### src/rtl/usb_tx_encoder.sv
//-----------------------------------------------------------------------------
// usb_tx_encoder
//
// Transmit line encoder for a USB full-speed link. Packet bytes arrive over a
// valid/ready handshake into a one-byte holding register. The encoder sends
// SYNC, then each byte LSB-first, inserts a stuffed 0 after every run of six
// transmitted 1s, NRZI-encodes the bit stream onto the D+/D- pair and closes
// the packet with EOP (SE0, SE0, J).
//
// Parameters
//   CLKS_PER_BIT   clk cycles per line bit time (2 or more)
//
// Ports
//   clk            system clock
//   n_rst          asynchronous active-low reset (line returns to J at once)
//   tx_start       one-cycle packet request, honored only while idle
//   tx_data        packet byte
//   tx_data_valid  tx_data holds a byte
//   tx_last        tx_data is the final byte of the packet
//   tx_data_ready  holding register empty; a byte moves on valid && ready
//   tx_busy        packet in progress, SYNC through EOP
//   tx_error       one-cycle pulse when the holding register underruns
//   dplus_out      D+ drive
//   dminus_out     D- drive
//-----------------------------------------------------------------------------
`timescale 1ns/1ps

module usb_tx_encoder #(
  parameter int CLKS_PER_BIT = 8
) (
  input  logic       clk,
  input  logic       n_rst,
  input  logic       tx_start,
  input  logic [7:0] tx_data,
  input  logic       tx_data_valid,
  input  logic       tx_last,
  output logic       tx_data_ready,
  output logic       tx_busy,
  output logic       tx_error,
  output logic       dplus_out,
  output logic       dminus_out
);

  localparam int            TW        = $clog2(CLKS_PER_BIT);
  localparam logic [TW-1:0] TIMER_MAX = TW'(CLKS_PER_BIT - 1);
  localparam logic [7:0]    SYNC_BYTE = 8'h80;
  localparam logic [2:0]    STUFF_RUN = 3'd6;

  typedef enum logic [2:0] {
    S_IDLE,
    S_SYNC,
    S_DATA,
    S_STUFF,
    S_EOP_SE0,
    S_EOP_J
  } state_t;

  state_t        state_q, state_d;

  // Bit timer: the line and the state only move when it wraps.
  logic [TW-1:0] timer_q, timer_d;

  // Shifter: in SYNC/DATA, shift_q[0] is the bit currently on the line and
  // bit_cnt_q its index. In STUFF they describe the data bit that resumes
  // after the stuffed 0. In EOP_SE0 bit_cnt_q counts the SE0 bit times.
  logic [7:0]    shift_q, shift_d;
  logic          shift_last_q, shift_last_d;
  logic [2:0]    bit_cnt_q, bit_cnt_d;

  // Run length of consecutive transmitted 1s, for bit stuffing.
  logic [2:0]    ones_q, ones_d;

  // A stuff bit owed after the final data bit; EOP follows it.
  logic          eop_pend_q, eop_pend_d;

  // One-byte holding register in front of the shifter.
  logic [7:0]    hold_q, hold_d;
  logic          hold_last_q, hold_last_d;
  logic          hold_full_q, hold_full_d;

  // Registered outputs.
  logic          dp_q, dp_d;
  logic          dm_q, dm_d;
  logic          busy_q, busy_d;
  logic          err_q, err_d;

  logic          bit_wrap;
  logic          byte_end;
  logic          stuff_due;
  logic          underrun;
  logic          emit_data;
  logic          emit_bit;
  logic          emit_stuff;

  assign bit_wrap  = (timer_q == TIMER_MAX);
  assign stuff_due = (ones_q == STUFF_RUN);
  assign byte_end  = bit_wrap && (bit_cnt_q == 3'd7) &&
                     ((state_q == S_SYNC) || (state_q == S_DATA));
  // The byte just finished was not the last one, and nothing is waiting.
  assign underrun  = byte_end && !shift_last_q && !hold_full_q;

  //---------------------------------------------------------------------------
  // State register
  //---------------------------------------------------------------------------
  always_ff @(posedge clk or negedge n_rst) begin
    if (!n_rst) begin
      state_q <= S_IDLE;
    end else begin
      state_q <= state_d;
    end
  end

  //---------------------------------------------------------------------------
  // Next-state logic
  //---------------------------------------------------------------------------
  always_comb begin
    // NOTE: every variable driven here gets a default first, so no path can
    // leave it unassigned and infer a latch.
    state_d = state_q;
    case (state_q)
      S_IDLE: begin
        if (tx_start) state_d = S_SYNC;
      end
      S_SYNC, S_DATA: begin
        if (bit_wrap) begin
          if (bit_cnt_q == 3'd7) begin
            if (underrun)          state_d = S_EOP_SE0;
            else if (stuff_due)    state_d = S_STUFF;
            else if (shift_last_q) state_d = S_EOP_SE0;
            else                   state_d = S_DATA;
          end else if (stuff_due) begin
            state_d = S_STUFF;
          end else begin
            state_d = S_DATA;
          end
        end
      end
      S_STUFF: begin
        if (bit_wrap) state_d = eop_pend_q ? S_EOP_SE0 : S_DATA;
      end
      S_EOP_SE0: begin
        if (bit_wrap && (bit_cnt_q == 3'd1)) state_d = S_EOP_J;
      end
      S_EOP_J: begin
        if (bit_wrap) state_d = S_IDLE;
      end
      default: state_d = S_IDLE;
    endcase
  end

  //---------------------------------------------------------------------------
  // Datapath and output next-state logic
  //---------------------------------------------------------------------------
  always_comb begin
    shift_d      = shift_q;
    shift_last_d = shift_last_q;
    bit_cnt_d    = bit_cnt_q;
    ones_d       = ones_q;
    eop_pend_d   = eop_pend_q;
    hold_d       = hold_q;
    hold_last_d  = hold_last_q;
    hold_full_d  = hold_full_q;
    dp_d         = dp_q;
    dm_d         = dm_q;
    busy_d       = busy_q;
    err_d        = 1'b0;
    emit_data    = 1'b0;
    emit_bit     = 1'b0;
    emit_stuff   = 1'b0;

    timer_d = ((state_q == S_IDLE) || bit_wrap) ? '0 : timer_q + 1'b1;

    // Accept into the holding register in any state, including idle, so the
    // first byte can be preloaded ahead of tx_start.
    if (tx_data_valid && !hold_full_q) begin
      hold_d      = tx_data;
      hold_last_d = tx_last;
      hold_full_d = 1'b1;
    end

    case (state_q)
      S_IDLE: begin
        if (tx_start) begin
          busy_d       = 1'b1;
          shift_d      = SYNC_BYTE;
          shift_last_d = 1'b0;
          bit_cnt_d    = 3'd0;
          eop_pend_d   = 1'b0;
          ones_d       = '0;
          emit_data    = 1'b1;
          emit_bit     = SYNC_BYTE[0];
        end
      end

      S_SYNC, S_DATA: begin
        if (bit_wrap) begin
          if (bit_cnt_q == 3'd7) begin
            if (underrun) begin
              // Drop the packet and close the line straight away.
              err_d     = 1'b1;
              dp_d      = 1'b0;
              dm_d      = 1'b0;
              bit_cnt_d = 3'd0;
            end else if (shift_last_q) begin
              if (stuff_due) begin
                emit_stuff = 1'b1;
                eop_pend_d = 1'b1;
              end else begin
                dp_d      = 1'b0;
                dm_d      = 1'b0;
                bit_cnt_d = 3'd0;
              end
            end else begin
              shift_d      = hold_q;
              shift_last_d = hold_last_q;
              hold_full_d  = 1'b0;
              bit_cnt_d    = 3'd0;
              eop_pend_d   = 1'b0;
              if (stuff_due) begin
                emit_stuff = 1'b1;
              end else begin
                emit_data = 1'b1;
                emit_bit  = hold_q[0];
              end
            end
          end else begin
            // Advance before a possible stuff so STUFF resumes on shift_q[0].
            shift_d   = {1'b0, shift_q[7:1]};
            bit_cnt_d = bit_cnt_q + 1'b1;
            if (stuff_due) begin
              emit_stuff = 1'b1;
            end else begin
              emit_data = 1'b1;
              emit_bit  = shift_q[1];
            end
          end
        end
      end

      S_STUFF: begin
        if (bit_wrap) begin
          if (eop_pend_q) begin
            dp_d      = 1'b0;
            dm_d      = 1'b0;
            bit_cnt_d = 3'd0;
          end else begin
            emit_data = 1'b1;
            emit_bit  = shift_q[0];
          end
        end
      end

      S_EOP_SE0: begin
        if (bit_wrap) begin
          bit_cnt_d = bit_cnt_q + 1'b1;
          if (bit_cnt_q == 3'd1) begin
            dp_d = 1'b1;
            dm_d = 1'b0;
          end
        end
      end

      S_EOP_J: begin
        if (bit_wrap) busy_d = 1'b0;
      end

      default: ;
    endcase

    // NRZI: a 0 (data or stuffed) toggles J/K, a 1 holds the line.
    if (emit_stuff || (emit_data && !emit_bit)) begin
      dp_d   = ~dp_q;
      dm_d   = ~dm_q;
      ones_d = '0;
    end else if (emit_data) begin
      ones_d = ones_q + 1'b1;
    end
  end

  //---------------------------------------------------------------------------
  // Datapath registers
  //---------------------------------------------------------------------------
  always_ff @(posedge clk or negedge n_rst) begin
    if (!n_rst) begin
      // NOTE: sequential state uses non-blocking assignments so every register
      // samples the pre-edge values, independent of statement order.
      timer_q      <= '0;
      shift_q      <= '0;
      shift_last_q <= 1'b0;
      bit_cnt_q    <= '0;
      ones_q       <= '0;
      eop_pend_q   <= 1'b0;
      hold_q       <= '0;
      hold_last_q  <= 1'b0;
      hold_full_q  <= 1'b0;
      dp_q         <= 1'b1;
      dm_q         <= 1'b0;
      busy_q       <= 1'b0;
      err_q        <= 1'b0;
    end else begin
      timer_q      <= timer_d;
      shift_q      <= shift_d;
      shift_last_q <= shift_last_d;
      bit_cnt_q    <= bit_cnt_d;
      ones_q       <= ones_d;
      eop_pend_q   <= eop_pend_d;
      hold_q       <= hold_d;
      hold_last_q  <= hold_last_d;
      hold_full_q  <= hold_full_d;
      dp_q         <= dp_d;
      dm_q         <= dm_d;
      busy_q       <= busy_d;
      err_q        <= err_d;
    end
  end

  assign tx_data_ready = ~hold_full_q;
  assign tx_busy       = busy_q;
  assign tx_error      = err_q;
  assign dplus_out     = dp_q;
  assign dminus_out    = dm_q;

endmodule
### config.mk
export PLATFORM = sky130hd
export DESIGN_NAME = usb_tx_encoder
export DESIGN_NICKNAME = d
export VERILOG_FILES = /design/src/rtl/usb_tx_encoder.sv
export SDC_FILE = /design/constraint.sdc
export NUM_CORES = 1
export LEC_CHECK = 0
export BUFFER_PORTS_ARGS = -buffer_cell sky130_fd_sc_hd__buf_2
export CAP_MARGIN = 40
export CORE_MARGIN = 2
export CORE_UTILIZATION = 44
export CTS_CLUSTER_DIAMETER = 60
export CTS_CLUSTER_SIZE = 14
export DETAILED_ROUTE_END_ITERATION = 6
export HOLD_SLACK_MARGIN = 0.06
export PLACE_DENSITY = 0.6
export SKIP_LAST_GASP = 1
export SLEW_MARGIN = 20
export SYNTH_ARGS = -nofsm -noshare
export SYNTH_HDL_FRONTEND = slang
export SYNTH_SLANG_ARGS = --single-unit
### constraint.sdc
create_clock -name clk -period 2.6 [get_ports clk]
set_input_delay 0.39 -clock clk [delete_from_list [all_inputs] [get_ports clk]]
set_output_delay 0.39 -clock clk [all_outputs]
set_load 0.03 [all_outputs]
==> impl_metrics.py <==
metrics = {
    "yosys": {
        "synth_compound_area_frac": 0.1792,
        "avgSynthCellArea_um2": 10.17,
        "yosys.area_share.simple": 0.1735,
        "yosysTopAreaCell": "dfrtp_1",
        "synth.distinct_cells": 50,
        "async_flop_share": 1.000,
        "synthAdderAreaFrac": 0.04416,
        "synth_top_area_share": 0.4416,
        "synthXorXnorAreaFrac": 0.004416,
        "synthFlopType": "dfrtp_1",
        "muxShareOfSynthArea": 0.1028,
        "ys_seq_elements": 36,
        "synth_top_family_by_area": "compound AO/OA/AOI/OAI gates",
        "synth_edf_count": 0,
        "yosysWarnings": 0,
        "synthCells": 195,
        "ys_seq_area_frac": 0.4549,
        "synth_nets": 215,
        "yosys-top-cells-area": "dfrtp_1, mux2_2, ha_1",
        "syn-cell-area_um2": 1983,
    },
    "clocking": {
        "cts_inserted_buffers": 5,
        "cts_sinks": 36,
        "insertion_delay_ns": 0.29,
        "cts_resized": 0,
        "htree_num_levels": 2,
        "cts_tree": "built",
        "cts.clk_slew.worst_paths_ns": 0.08,
        "cts_root_buf": "clkbuf_8",
        "clk_path_buf_depth": 2,
    },
    "grt": {
        "grt_util_met1": 0.2321,
        "grt_overflow": 0,
        "grt_usage": 0.1786,
        "gr-usage-met2": 0.2825,
        "grt_busiest_layer": "met2",
        "grt_pass1_vias": 1496,
        "grt_pass1_wl_um": 7051,
        "grt_max_degree": 37,
        "antenna_found_initial": 0,
        "met3_usage": 0.04416,
    },
    "worst_setup_path": {
        "crit-reg2reg-launch": "timer_q[0]",
        "reg2reg_slack_ns": 0.23,
        "worstSetupEndpointType": "flip-flop",
        "crit_fanout": 12,
        "required_ns": 2.83,
        "startpoint_type": "flip-flop",
        "startpoint": "timer_q[0]",
        "crit_type": "flip-flop to flip-flop",
        "critPathArrivalTime_ns": 2.61,
    },
    "sta": {
        "rsz0062_at_grt": "no",
        "timing.setup.tns_ns": 0,
        "tightest_slew_ns": 0.7992,
        "finalSetupViolCount": 0,
        "fmax_mhz": 421.1,
        "slew_headroom": 0.4661,
        "fin_skew_ns": 0.01108,
        "period_share": 0.9134,
        "finalHoldViolations": 0,
        "period_needed_ns": 2.375,
        "hold_ws_ns": 0.3325,
        "maxSlewViolCount": 0,
    },
    "placement": {
        "post-place-cells": 259,
        "place_congestion": 0.9021,
        "dp_hpwl_um": 3018,
        "io_buffers": 17,
        "placedInstanceArea_um2": 2120,
    },
    "floorplanning": {
        "die_w_um": 71.14,
        "initial_utilization": 0.4555,
        "io_pins": 18,
        "rows": 24,
        "dieArea_um2": 5060,
        "core_um2": 4354,
        "die_y_um": 71.14,
    },
    "routing": {
        "drc": 0,
        "drt_wl_total_um": 4183,
        "ant_nets": 0,
        "via_per_inst": 5.684,
        "drt-initial-drc-count": 150,
        "vias": 1529,
        "drtPass1Iterations": 4,
        "wl_per_cell_um": 15.55,
    },
    "power": {
        "worst_ir_drop_vdd_mv": 0.3347,
        "p_leak_nw": 0.9805,
        "total_power_w": 0.001042,
        "pwr_density_cell_nw_per_um2": 464.3,
    },
    "min_path": {
        "worstHoldStart": "tx_data[7]",
        "worstHoldPathType": "input port to flip-flop",
    },
    "finish": {
        "area_growth_syn_to_layout_pct": 13.12,
        "nNetsFinal": 236,
        "instances_no_fill": 269,
        "drive_gt1_frac": 0.2442,
        "stdcell_area_um2": 2243,
        "n_antenna_cell": 0,
    },
    "run_status": {
        "outcome": "finished clean",
    },
    "job": {
        "cap_violations": 0,
    },
}
synth_stat cells, types with 2 or more instances:
cell       n
dfrtp_1   35
nand2_1   21
a21oi_1   12
mux2_2    11
o21ai_0   10
nor2_1     9
mux2i_1    8
o31ai_1    8
ha_1       7
nand3_1    7
inv_1      6
clkbuf_1   5
nand2b_1   5
and2_1     4
a21o_1     3
or3_1      3
a21oi_2    2
buf_4      2
nand4b_1   2
nor2b_1    2
nor3_1     2
o31a_1     2
or2_2      2
layout by cell type, fill, tap and decap left out, types with 2 or more instances in the layout:
master    Yosys  final
dfrtp_1      35     35
nand2_1      21     21
buf_2         1     17
a21oi_1      12     12
mux2_2       11     11
o21ai_0      10     10
nor2_1        9      9
mux2i_1       8      8
o31ai_1       8      8
nand3_1       7      7
ha_1          7      7
inv_1         6      6
clkbuf_8      0      6
buf_4         2      6
nand2b_1      5      5
and2_1        4      4
or3_1         3      3
a21o_1        3      3
nor3_1        2      2
or2_2         2      2
nand4b_1      2      2
o31a_1        2      2
nor2b_1       2      2
a21oi_2       2      2
layer usage:
layer / vias to the layer above / part of all wire
met1: 734 / 0.45
met5: - / 0
met4: 0 / 0.016
li1: 741 / -
met2: 48 / 0.48
met3: 6 / 0.048
path summary, 6_finish.rpt:
kind | end | cells past startpoint
min | hold_q[7] | 2
min reg2reg | timer_q[0] | 1
max in group asynchronous | shift_q[3] | 3
max reg2reg | dplus_out | 8
max | dplus_out | 8
min in group asynchronous | tx_busy | 2
sequential cells by signal (all words and copies together), names as in the netlist:
name	cells
bit_cnt_q	3
tx_busy	1
hold_q	8
timer_q	3
shift_q	8
ones_q	3
eop_pend_q	1
state_q	3
dminus_out	1
hold_last_q	1
dplus_out	1
shift_last_q	1
hold_full_q	1
tx_error	1
critical path: stages, from the launching register on:
cell      delay (ns)
dfrtp_1         0.36
ha_1            0.15
ha_1            0.40
o21ai_0         0.23
a311o_1         0.37
a211o_1         0.30
a21boi_4        0.18
a21oi_2         0.14
a21bo_1         0.20
power breakdown:
group	switching (W)	total, W	internal, W
sequential	0.0000101	0.000588	0.000578
clock	0.000196	0.000411	0.000215
combinational	0.0000186	0.0000426	0.0000240
area by class of cell:
type,instances,area (um^2)
timing repair buffer,25,160.2
clock buffer,7,86.33
clock inverter,1,7.507
sequential,36,902.1
multi-input combinational,142,999.7
tap,52,65.06
fill,394,2111
inverter,6,22.52
logic make-up (layout without fill, tap and decap cells):
group,after synthesis,count (layout)
and+or+nand+nor,65,65
AOI/OAI and AO/OA,50,50
DFF,36,36
muxes,19,19
buffers and inverters,17,39
adders and majority gates,7,7
xor gates and xnor gates,1,1
per-stage QoR:
step                        util  worst slack (ns)
after floorplan                -            0.5274
after global placement    0.4868            0.3575
after detailed placement  0.4868            0.2664
after CTS                 0.5083            0.2573
after global routing      0.5152            0.1071
final                     0.5152            0.2251
repair_timing:
item	in CTS	in global routing
setup buffers	0	0
endpoints found under the hold margin	0	7
hold buffers	0	1
Power figures use the tool's default switching activity.
